## config.mk

```make
export PLATFORM = sky130hd
export DESIGN_NAME = spi_master_bridge
export DESIGN_NICKNAME = d
export VERILOG_FILES = /design/src/rtl/spi_master_bridge_pkg.sv /design/src/rtl/spi_byte_xfer.sv /design/src/rtl/spi_master_bridge.sv
export SDC_FILE = /design/constraint.sdc
export NUM_CORES = 1
export LEC_CHECK = 0
export CAP_MARGIN = 30
export CELL_PAD_IN_SITES_DETAIL_PLACEMENT = 1
export CELL_PAD_IN_SITES_GLOBAL_PLACEMENT = 1
export CORE_MARGIN = 5
export CORE_UTILIZATION = 45
export DETAILED_ROUTE_END_ITERATION = 8
export GPL_TIMING_DRIVEN = 0
export PLACE_DENSITY = 0.79
export RECOVER_POWER = 25
export SYNTH_ARGS = -nofsm -noshare
export SYNTH_HDL_FRONTEND = slang
export SYNTH_SLANG_ARGS = --single-unit
```

## constraint.sdc

```tcl
create_clock -name wb_clk_i -period 3.1 [get_ports wb_clk_i]
set_clock_uncertainty 0.15 [all_clocks]
set_input_delay 0.31 -clock wb_clk_i [delete_from_list [all_inputs] [get_ports wb_clk_i]]
set_output_delay 0.31 -clock wb_clk_i [all_outputs]
set_load 0.005 [all_outputs]
```

## src/rtl/spi_master_bridge_pkg.sv

```systemverilog
// Shared encodings for the Wishbone-to-SPI bridge: frame FSM states, byte-shifter
// phases and the command-byte layout.
package spi_master_bridge_pkg;

  localparam logic [2:0] ST_IDLE = 3'd0;
  localparam logic [2:0] ST_CMD  = 3'd1;
  localparam logic [2:0] ST_GAP  = 3'd2;
  localparam logic [2:0] ST_DATA = 3'd3;
  localparam logic [2:0] ST_ACK  = 3'd4;

  localparam logic [1:0] PH_IDLE  = 2'd0;
  localparam logic [1:0] PH_LEAD  = 2'd1;
  localparam logic [1:0] PH_SHIFT = 2'd2;
  localparam logic [1:0] PH_TRAIL = 2'd3;

  localparam logic [7:0] BIT_WE    = 8'h80;
  localparam logic [7:0] MASK_ADDR = 8'h7F;

  function automatic logic [7:0] cmd_byte(input logic we, input logic [7:0] addr);
    return (we ? BIT_WE : 8'h00) | (addr & MASK_ADDR);
  endfunction

endpackage

```

## src/rtl/spi_byte_xfer.sv

```systemverilog
// One SPI byte: CLK_DIV lead, 8 bits MSB first (drive on sck rise, sample on fall),
// CLK_DIV trail; ss_n is low for exactly 18*CLK_DIV cycles from the start edge.
module spi_byte_xfer
  import spi_master_bridge_pkg::*;
#(
  parameter int unsigned CLK_DIV = 4
) (
  input  logic       clk,
  input  logic       rst_n,
  input  logic       start,
  input  logic [7:0] tx,
  input  logic       miso,
  output logic       done,
  output logic [7:0] rx,
  output logic       sck,
  output logic       ss_n,
  output logic       mosi
);

  localparam logic [7:0] CNT_LAST = 8'(CLK_DIV - 1);

  logic [1:0] phase_q;
  logic [7:0] cnt_q;
  logic [3:0] half_q;
  logic [7:0] tx_q;
  logic [7:0] rx_q;
  logic       sck_q;
  logic       ss_n_q;
  logic       mosi_q;
  logic       cnt_last;

  assign cnt_last = (cnt_q == CNT_LAST);

  always_ff @(posedge clk or negedge rst_n) begin
    if (!rst_n) begin
      phase_q <= PH_IDLE;
      cnt_q   <= 8'd0;
      half_q  <= 4'd0;
      tx_q    <= 8'd0;
      rx_q    <= 8'd0;
      sck_q   <= 1'b0;
      ss_n_q  <= 1'b1;
      mosi_q  <= 1'b0;
    end else begin
      case (phase_q)
        PH_IDLE: begin
          if (start) begin
            phase_q <= PH_LEAD;
            cnt_q   <= 8'd0;
            tx_q    <= tx;
            ss_n_q  <= 1'b0;
          end
        end
        PH_LEAD: begin
          if (cnt_last) begin
            phase_q <= PH_SHIFT;
            cnt_q   <= 8'd0;
            half_q  <= 4'd0;
            sck_q   <= 1'b1;
            mosi_q  <= tx_q[7];
            tx_q    <= {tx_q[6:0], 1'b0};
          end else begin
            cnt_q <= cnt_q + 8'd1;
          end
        end
        PH_SHIFT: begin
          if (cnt_last) begin
            cnt_q  <= 8'd0;
            half_q <= half_q + 4'd1;
            if (sck_q) begin
              sck_q <= 1'b0;
              rx_q  <= {rx_q[6:0], miso};
            end else if (half_q == 4'd15) begin
              phase_q <= PH_TRAIL;
            end else begin
              sck_q  <= 1'b1;
              mosi_q <= tx_q[7];
              tx_q   <= {tx_q[6:0], 1'b0};
            end
          end else begin
            cnt_q <= cnt_q + 8'd1;
          end
        end
        default: begin
          if (cnt_last) begin
            phase_q <= PH_IDLE;
            cnt_q   <= 8'd0;
            ss_n_q  <= 1'b1;
            mosi_q  <= 1'b0;
          end else begin
            cnt_q <= cnt_q + 8'd1;
          end
        end
      endcase
    end
  end

  // Combinational so the frame FSM can chain the next phase on the same edge.
  assign done = (phase_q == PH_TRAIL) && cnt_last;
  assign rx   = rx_q;
  assign sck  = sck_q;
  assign ss_n = ss_n_q;
  assign mosi = mosi_q;

endmodule

```

## src/rtl/spi_master_bridge.sv

```systemverilog
// Wishbone slave to SPI master bridge: each access is a command byte {we, addr[6:0]},
// an ss-high gap, then a data byte. Optional SPI_MASTER_LOOPBACK_EN adds loopback_i.
module spi_master_bridge
  import spi_master_bridge_pkg::*;
#(
  parameter int unsigned CLK_DIV = 4,
  parameter int unsigned GAP_CYC = 16
) (
  input  logic       wb_clk_i,
  input  logic       wb_rst_i,
  input  logic [7:0] wb_addr_i,
  input  logic [7:0] wb_dat_i,
  output logic [7:0] wb_dat_o,
  input  logic       wb_stb_i,
  input  logic       wb_we_i,
  output logic       wb_ack_o,
  output logic       busy_o,
  output logic       spi_sck,
  output logic       spi_ss,
  output logic       spi_mosi,
`ifdef SPI_MASTER_LOOPBACK_EN
  input  logic       loopback_i,
`endif
  input  logic       spi_miso
);

  localparam logic [15:0] GAP_LAST = 16'(GAP_CYC - 1);

  logic [2:0]  state_q, state_d;
  logic        we_q;
  logic [7:0]  dat_q;
  logic [7:0]  rdat_q;
  logic        ack_q;
  logic [15:0] gap_q;
  logic        accept;
  logic        xfer_start;
  logic [7:0]  xfer_tx;
  logic        xfer_done;
  logic [7:0]  xfer_rx;
  logic        xfer_ss_n;
  logic        rx_in;

  // The ack cycle itself blocks acceptance so a stb still high on ack is not re-taken.
  assign accept = (state_q == ST_IDLE) && wb_stb_i && !ack_q;

  always_comb begin
    state_d    = state_q;
    xfer_start = 1'b0;
    xfer_tx    = cmd_byte(wb_we_i, wb_addr_i);
    case (state_q)
      ST_IDLE: begin
        if (accept) begin
          state_d    = ST_CMD;
          xfer_start = 1'b1;
        end
      end
      ST_CMD:  if (xfer_done) state_d = ST_GAP;
      ST_GAP: begin
        xfer_tx = we_q ? dat_q : 8'h00;
        if (gap_q == GAP_LAST) begin
          state_d    = ST_DATA;
          xfer_start = 1'b1;
        end
      end
      ST_DATA: if (xfer_done) state_d = ST_ACK;
      default: state_d = ST_IDLE;
    endcase
  end

  always_ff @(posedge wb_clk_i or negedge wb_rst_i) begin
    if (!wb_rst_i) begin
      state_q <= ST_IDLE;
      we_q    <= 1'b0;
      dat_q   <= 8'h00;
      rdat_q  <= 8'h00;
      ack_q   <= 1'b0;
      gap_q   <= 16'd0;
    end else begin
      state_q <= state_d;
      gap_q   <= (state_q == ST_GAP) ? gap_q + 16'd1 : 16'd0;
      ack_q   <= (state_q == ST_ACK) && wb_stb_i;
      if (accept) begin
        we_q  <= wb_we_i;
        dat_q <= wb_dat_i;
      end
      if ((state_q == ST_DATA) && xfer_done && !we_q) rdat_q <= xfer_rx;
    end
  end

`ifdef SPI_MASTER_LOOPBACK_EN
  assign rx_in  = loopback_i ? spi_mosi : spi_miso;
  assign spi_ss = xfer_ss_n | loopback_i;
`else
  assign rx_in  = spi_miso;
  assign spi_ss = xfer_ss_n;
`endif

  spi_byte_xfer #(
    .CLK_DIV(CLK_DIV)
  ) u_xfer (
    .clk  (wb_clk_i),
    .rst_n(wb_rst_i),
    .start(xfer_start),
    .tx   (xfer_tx),
    .miso (rx_in),
    .done (xfer_done),
    .rx   (xfer_rx),
    .sck  (spi_sck),
    .ss_n (xfer_ss_n),
    .mosi (spi_mosi)
  );

  assign wb_dat_o = rdat_q;
  assign wb_ack_o = ack_q;
  assign busy_o   = (state_q != ST_IDLE);

endmodule

```

==> results.rst, run 1 <==
.. list-table::
   :header-rows: 1

   * - Metric
     - Value
   * - Outcome
     - finished with violations
   * - Violated checks
     - capacitance limit, slew limit
   * - Layout cell share with drive strength beyond 1
     - 0.160
   * - Sequential fraction of design power
     - 0.535
   * - Detail Placement HPWL
     - 5.11 mm
   * - Detail Route Antenna Nets
     - 0
   * - Final slew viol count
     - 71
   * - Finished Layout Cells
     - 455
   * - Filler cell count in the final layout
     - 812
   * - Switching power of the nets
     - 0.000415 W
   * - Clock share of power
     - 0.421
   * - Crit Path Category
     - flop to flop
   * - Relative area change from synthesis to final layout
     - 19.4%
   * - Number of hold buffers added after cts
     - 1
   * - Int Pwr
     - 0.00134 W
   * - Number of buffers on the longest clock path
     - 2
   * - Area of the mapped netlist
     - 3340 um^2
   * - Max-slew headroom at the worst pin
     - -0.151
   * - Number of buffers added on ports
     - 32
   * - Number of top-level pins
     - 34
   * - Fraction of the core area covered by cells at the end of the flow
     - 0.549
   * - Num Clock Sinks
     - 70
   * - Clock buffers created by TritonCTS
     - 9
   * - Standard-cell row count
     - 31
   * - Sequential cell area
     - 1750 um^2
   * - Worst-Margin Slew
     - 1.73 ns
   * - Total grt overflow
     - 0
   * - Iter 0 DRT Violations
     - 91
   * - Pin count of the biggest net entering global routing
     - 71
   * - Static Leakage
     - 1.68 nW
   * - Width of the die
     - 96.1 um
   * - Register-to-register setup slack
     - 0.48 ns
   * - Number of buffers inserted by post-CTS setup repair
     - 0
   * - Clock transition at the registers of the reported paths
     - 0.08 ns
   * - Pwr/cell area
     - 442 nW/um^2
   * - CP Max Fanout
     - 9
   * - Nature of the critical path endpoint
     - flop
   * - Net count of the finished layout
     - 379
   * - Number of flip-flops and latches in the synthesized netlist
     - 70
   * - Final number of hold-violating endpoints
     - 0
   * - Wirelength per Cell
     - 16.0 um
   * - Endpoint arrival time on the critical path
     - 2.71 ns
   * - Required @ worst endpoint
     - 3.18 ns
   * - Startpoint of the lowest-slack hold path
     - u_xfer.tx_q[4]
   * - Final hold slack
     - 0.357 ns
   * - Vias per cell
     - 5.28
   * - Power share of the combinational group
     - 0.044
   * - Die extent in y
     - 96.1 um
   * - Number of max-cap violations
     - 1
   * - Count of instances resized after the clock tree is built
     - 0
   * - Total routing resource utilization after global routing
     - 0.178
   * - R2r endpoint
     - u_xfer.phase_q[1]
   * - Endpoints failing setup
     - 0
   * - Antenna violations before repair
     - 0
   * - Largest voltage drop on the vdd net
     - 234 uV
   * - Worst hold path class
     - flop to flop
   * - Total number of yosys warnings
     - 0
   * - Post-route DRC violation count
     - 0
   * - Maximum frequency from static timing analysis
     - 381 MHz
   * - Type of element launching the critical path
     - flop
   * - Area occupied by multi-input gates
     - 1500 um^2
   * - Post-Syn Nets
     - 335
   * - Origin of the critical flop-to-flop path
     - u_xfer.cnt_q[0]
   * - CORE AREA
     - 7250 um^2
   * - ANT cells
     - 0
   * - Switching fraction of total power
     - 0.236
   * - Mean post-synth cell area
     - 10.9 um^2
   * - Tcrit/Tclk final
     - 0.847
   * - Count of placed standard cells including taps
     - 438
   * - Worst setup path startpoint
     - u_xfer.cnt_q[0]
   * - Insertion delay of the later-clocked pin in the worst-skew pair
     - 0.34 ns
   * - Root Buffer
     - clkbuf_8
   * - Hold path endpoint
     - u_xfer.tx_q[4]
   * - Total detailed-routing wirelength
     - 7.26 mm
   * - Via count of the first global-routing pass
     - 2619
   * - Fraction of the yosys area taken by sequential cells
     - 0.526
   * - Unique cell type count in the Yosys netlist
     - 48
   * - Total negative slack for setup checks
     - 0 ns
   * - TritonCTS clock tree
     - built
   * - Final period demand of the worst path
     - 2.62 ns
   * - Vias
     - 2401
   * - Post-synthesis cell count
     - 307
   * - First-pass detailed-route iteration total
     - 4
   * - Gpl congestion
     - 0.813
   * - Cell count of the worst reg-to-reg path
     - 7
   * - Area enclosed by the die boundary
     - 9230 um^2
   * - Unrepaired setup endpoints after global routing
     - false
   * - Initial cell density of the core
     - 0.460
   * - Global-route wire length before repair
     - 12.7 mm
   * - Min-Delay Path Depth
     - 1
   * - Maximum level of the CTS H-tree
     - 3
per-layer routing:
layer  global-route usage  vias up  wire (um)
li1                     -     1162          -
met1                0.232     1207       3390
met2                0.297       24       3620
met3               0.0305        8        167
met4               0.0675        0         94
met5                    0        -          0
synthesized netlist by cell type, drive strengths merged:
cell | count | area [um^2]
a32o | 2 | 20.0
o211a | 1 | 10.0
or3 | 2 | 12.5
o41ai | 3 | 26.3
inv | 5 | 18.8
clkbuf | 8 | 30.0
nor2 | 38 | 150
xnor2 | 7 | 61.3
nand2 | 33 | 124
o31ai | 4 | 43.8
and3 | 5 | 31.3
a31oi | 1 | 6.26
nand4 | 3 | 18.8
a22oi | 1 | 7.51
ha | 7 | 87.6
a211o | 1 | 8.76
or4b | 1 | 13.8
and4 | 1 | 8.76
or3b | 1 | 8.76
a21oi | 10 | 50.1
nor4 | 3 | 18.8
nand2b | 2 | 12.5
o21ai | 20 | 100
dfrtp | 69 | 1730
nor3 | 5 | 36.3
a22o | 1 | 8.76
a211oi | 1 | 7.51
mux2 | 35 | 402
nand3b | 1 | 7.51
xor2 | 10 | 87.6
nor2b | 2 | 12.5
nor3b | 1 | 12.5
buf | 4 | 31.3
and2 | 1 | 6.26
or2 | 1 | 6.26
mux2i | 1 | 10.0
nand3 | 14 | 75.1
dfstp | 1 | 26.3
o32a | 1 | 10.0
critical path: stages (launching register included):
cell and delay, ns:
dfrtp_1 0.40, ha_1 0.25, or4b_4 0.52, or2_1 0.24, buf_4 0.17, o31ai_4 0.24
nor3b_2 0.21, mux2_1 0.33
logic make-up after synthesis:
kind of cell	synth area share
xor gates and xnor gates	0.0446
AOI/OAI and AO/OA	0.0897
and+or+nand+nor	0.167
adders and majority gates	0.0263
buffers and inverters	0.0240
DFF	0.526
muxes	0.123
cell type report:
cell class              instances  share of cell area
well taps                      99              0.0311
multi-input cells             220               0.377
flip-flops and latches         70               0.440
repair buffers                 33              0.0817
plain buffers                  12              0.0154
inverters                       5             0.00471
clock inverters                 7              0.0182
clock buffers                   9              0.0311
worst max path at each step:
stage	endpoint	slack [ns]	cells past startpoint
after floorplan	u_xfer.phase_q[1]	0.66	7
after global placement	wb_dat_o[4]	-0.86	1
after detailed placement	wb_dat_o[1]	0.47	6
after CTS	u_xfer.phase_q[1]	0.46	7
after global routing	u_xfer.phase_q[1]	0.34	7
final	u_xfer.phase_q[1]	0.48	7
per-stage QoR:
stage	area, um^2	setup WS [ns]	total power, W
3_3_place_gp	3780	-0.857	0.00103
6_report	3980	0.475	0.00176
5_1_grt	3980	0.338	0.00185
2_1_floorplan	3340	0.660	0.000984
4_1_cts	3980	0.458	0.00179
3_5_place_dp	3780	0.474	0.00104
power groups by stage:
| stage | Combinational, W | Sequential [W] | Clock, W |
|---|---|---|---|
| final | 0.0000774 | 0.000941 | 0.000740 |
| after floorplan | 0.0000283 | 0.000955 | 0 |
| after global routing | 0.0000866 | 0.000943 | 0.000819 |
| after CTS | 0.0000807 | 0.000941 | 0.000767 |
| after global placement | 0.0000760 | 0.000958 | 0 |
| after detailed placement | 0.0000789 | 0.000959 | 0 |
sequential cells by signal, indices dropped and copies added, names as in the netlist, 2 cells and up:
name	flops
u_xfer.cnt_q	8
u_xfer.half_q	4
u_xfer.tx_q	8
u_xfer.phase_q	2
dat_q	8
gap_q	16
u_xfer.rx	8
state_q	3
wb_dat_o	8
cells in the final DEF (no fill, tap or decap), types with 8 or more instances in the layout:
master / netlist / layout
nor2_1: 37 / 37
clkdlybuf4s50_1: 0 / 31
a21oi_1: 10 / 10
nand3_1: 13 / 13
dfrtp_1: 69 / 69
o21ai_0: 19 / 19
mux2_2: 26 / 26
nand2_1: 33 / 33
clkbuf_1: 8 / 8
xor2_1: 10 / 10
clkbuf_8: 0 / 9
Power figures use the tool's default switching activity.
==> run 2: changes to the inputs <==
==> constraint.sdc (replaced) <==
create_clock -name wb_clk_i -period 2.5 [get_ports wb_clk_i]
set_clock_uncertainty 0.15 [all_clocks]
set_input_delay 0.25 -clock wb_clk_i [delete_from_list [all_inputs] [get_ports wb_clk_i]]
set_output_delay 0.25 -clock wb_clk_i [all_outputs]
set_load 0.005 [all_outputs]
==> run 2 against run 1 <==
The run now ends clean. Final cell count up 1.5%. Sequential share of layout area decreased by 0.94 points. Core utilization rose by 1.2 points. Critical path type unchanged. Critical endpoint unchanged. Largest cell class unchanged.
==> results.rst, run 2 (synthesis gave the netlist of run 1 again) <==
.. list-table::
   :header-rows: 1

   * - Metric
     - Value
   * - Register name with the most flops
     - gap_q
   * - Type of element launching the critical path
     - flop
   * - Maximum level of the CTS H-tree
     - 3 (unchanged)
   * - Gpl congestion
     - 0.813 (unchanged)
   * - Nature of the critical path endpoint
     - flop
   * - ANT cells
     - 0 (unchanged)
   * - Clock share of power
     - 0.422 (about the same)
   * - Total negative slack for setup checks
     - 0 ns (unchanged)
   * - Commonest non-fill, non-tap cells in the layout
     - dfrtp_1 (68), nor2_1 (37), nand2_1 (33)
   * - First-pass detailed-route iteration total
     - 4 (unchanged)
   * - Iter 0 DRT Violations
     - 97 (+6.6%)
   * - Endpoint arrival time on the critical path
     - 2.56 ns (-0.15 ns)
   * - Relative area change from synthesis to final layout
     - 22.1%
   * - Global-route wire length before repair
     - 12.9 mm (+1.4%)
   * - Clock buffers created by TritonCTS
     - 9 (unchanged)
   * - Standard-cell row count
     - 31 (unchanged)
   * - Power share of the combinational group
     - 0.044 (about the same)
   * - Ordered list of cells on the worst path
     - ha_4 -> or4b_4 -> or2_1 -> buf_6 -> o31ai_4 -> nor3b_4 -> mux2_4
   * - Number of buffers on the longest clock path
     - 2 (unchanged)
   * - Total detailed-routing wirelength
     - 7.51 mm (+3.5%)
   * - Area enclosed by the die boundary
     - 9230 um^2 (unchanged)
   * - Die extent in y
     - 96.1 um (unchanged)
   * - Via count of the first global-routing pass
     - 2655 (+1.4%)
   * - Worst-Margin Slew
     - 0.882 ns (-0.844 ns)
   * - Static Leakage
     - 1.72 nW (+2.4%)
   * - Critical Path Max Stage Delay
     - 0.49 ns (-0.03 ns)
   * - Crit Path Category
     - flop to flop
   * - Initial cell density of the core
     - 0.460 (unchanged)
   * - Switching power of the nets
     - 0.000517 W (+25%)
   * - Number of max-cap violations
     - 0 (-1)
   * - Antenna violations before repair
     - 0 (unchanged)
   * - Sequential fraction of design power
     - 0.534 (about the same)
   * - Vias per cell
     - 5.25 (-0.45%)
   * - Critical-path top delay cell
     - or4b_4
   * - Flip-flop count of the largest register after layout
     - 16 (unchanged)
   * - Vias
     - 2427 (+1.1%)
   * - Startpoint of the lowest-slack hold path
     - u_xfer.tx_q[4]
   * - Final slew viol count
     - 0 (-100%)
   * - Post-route DRC violation count
     - 0 (unchanged)
   * - Finished Layout Cells
     - 462 (+1.5%)
   * - Detail Route Antenna Nets
     - 0 (unchanged)
   * - Largest voltage drop on the vdd net
     - 294 uV (+25%)
   * - Final number of hold-violating endpoints
     - 0 (unchanged)
   * - Width of the die
     - 96.1 um (unchanged)
   * - Count of placed standard cells including taps
     - 438 (unchanged)
   * - Worst setup path startpoint
     - u_xfer.cnt_q[1]
   * - Root Buffer
     - clkbuf_8
   * - Outcome
     - complete, no violations
   * - CORE AREA
     - 7250 um^2 (unchanged)
   * - Total routing resource utilization after global routing
     - 0.182 (+0.00345)
   * - Unrepaired setup endpoints after global routing
     - true
   * - Pin count of the biggest net entering global routing
     - 71 (unchanged)
   * - Number of top-level pins
     - 34 (unchanged)
   * - Layout cell share with drive strength beyond 1
     - 0.187 (+0.0272)
   * - Tcrit/Tclk final
     - 0.993 (+0.147)
   * - Worst hold path class
     - flop to flop
   * - Total grt overflow
     - 0 (unchanged)
   * - TritonCTS clock tree
     - built
   * - Pwr/cell area
     - 536 nW/um^2 (+21%)
   * - Detail Placement HPWL
     - 5.11 mm (unchanged)
   * - Clock transition at the registers of the reported paths
     - 0.08 ns (about the same)
   * - Most common library cell in the layout ignoring fill and taps
     - dfrtp_1
   * - Insertion delay of the later-clocked pin in the worst-skew pair
     - 0.34 ns (about the same)
   * - Net count of the finished layout
     - 386 (+1.8%)
   * - Number of buffers added on ports
     - 32 (unchanged)
   * - Num Clock Sinks
     - 70 (unchanged)
   * - Maximum frequency from static timing analysis
     - 403 MHz (+5.7%)
   * - Switching fraction of total power
     - 0.237 (+0.000838)
   * - Number of buffers and inverters on the critical path
     - 1 (unchanged)
   * - Required @ worst endpoint
     - 2.58 ns (-0.60 ns)
   * - Family of cells with the greatest summed delay on the critical path
     - simple AND/OR/NAND/NOR gates
   * - Wirelength per Cell
     - 16.3 um (+1.9%)
   * - Final period demand of the worst path
     - 2.48 ns (-0.141 ns)
   * - Int Pwr
     - 0.00167 W (+24%)
   * - CP Max Fanout
     - 9 (unchanged)
   * - Endpoints failing setup
     - 0 (unchanged)
   * - Origin of the critical flop-to-flop path
     - u_xfer.cnt_q[1]
   * - Max-slew headroom at the worst pin
     - 0.412 (+0.563)
-- run 2: stage by stage --
stage | util | instance area [um^2] | hold slack, ns | worst slack (ns) | total power (W)
floorplan | - | 3340 | -0.196 | 0.0602 | 0.00122
global placement | 0.521 | 3780 | 0.323 | -1.40 | 0.00128
detailed placement | 0.521 | 3780 | 0.287 | -0.126 | 0.00129
global route | 0.561 | 4070 | 0.353 | -0.0295 | 0.00230
CTS | 0.557 | 4040 | 0.350 | 0.0158 | 0.00222
finish | 0.561 | 4070 | 0.358 | 0.0166 | 0.00218
-- run 2: metal layers --
metal / share of wire / vias up / GRT usage
li1: - / 1170 / -
met1: 0.46 / 1225 / 0.233
met2: 0.50 / 23 / 0.307
met3: 0.020 / 9 / 0.0305
met4: 0.014 / 0 / 0.0675
met5: 0 / - / 0
-- run 2: worst reg2reg max path, cell delays in order (launching register included) --
cell	delay, ns
dfrtp_1	0.41
ha_4	0.15
or4b_4	0.49
or2_1	0.24
buf_6	0.15
o31ai_4	0.23
nor3b_4	0.24
mux2_4	0.31
-- run 2: power groups by stage --
| stage | combinational (W) | sequential (W) | clock, W |
|---|---|---|---|
| final | 0.0000964 | 0.00117 | 0.000921 |
| after global routing | 0.000108 | 0.00117 | 0.00102 |
| after CTS | 0.000100 | 0.00117 | 0.000951 |
| after detailed placement | 0.0000979 | 0.00119 | 0 |
| after global placement | 0.0000942 | 0.00119 | 0 |
| after floorplan | 0.0000351 | 0.00118 | 0 |
-- run 2: layout make-up --
class	count	area, um^2
Multi-Input combinational cell	220	1530
Sequential cell	70	1750
Fill cell	803	3180
Timing Repair Buffer	40	380
Tap cell	99	124
Clock buffer	9	124
Buffer	12	65.1
Clock inverter	7	72.6
Inverter	5	18.8
-- run 2: worst paths after layout --
check                                          to  slack (ns)  cells after the start
max in group asynchronous              state_q[1]        1.15                      2
worst max register to register  u_xfer.phase_q[1]        0.02                      7
worst min-delay path               u_xfer.tx_q[4]        0.36                      1
worst min register to register     u_xfer.tx_q[4]        0.36                      1
worst max-delay path            u_xfer.phase_q[1]        0.02                      7
min in group asynchronous          u_xfer.tx_q[3]        0.40                      2
-- run 2: timing repair --
item / CTS / global route
setup endpoints to repair: 17 / 15
pin swaps: 3 / 1
hold buffers: 1 / 0
buffers inserted: 5 / 2
endpoints found under the hold margin: 69 / 0
gates resized for setup: 3 / 4
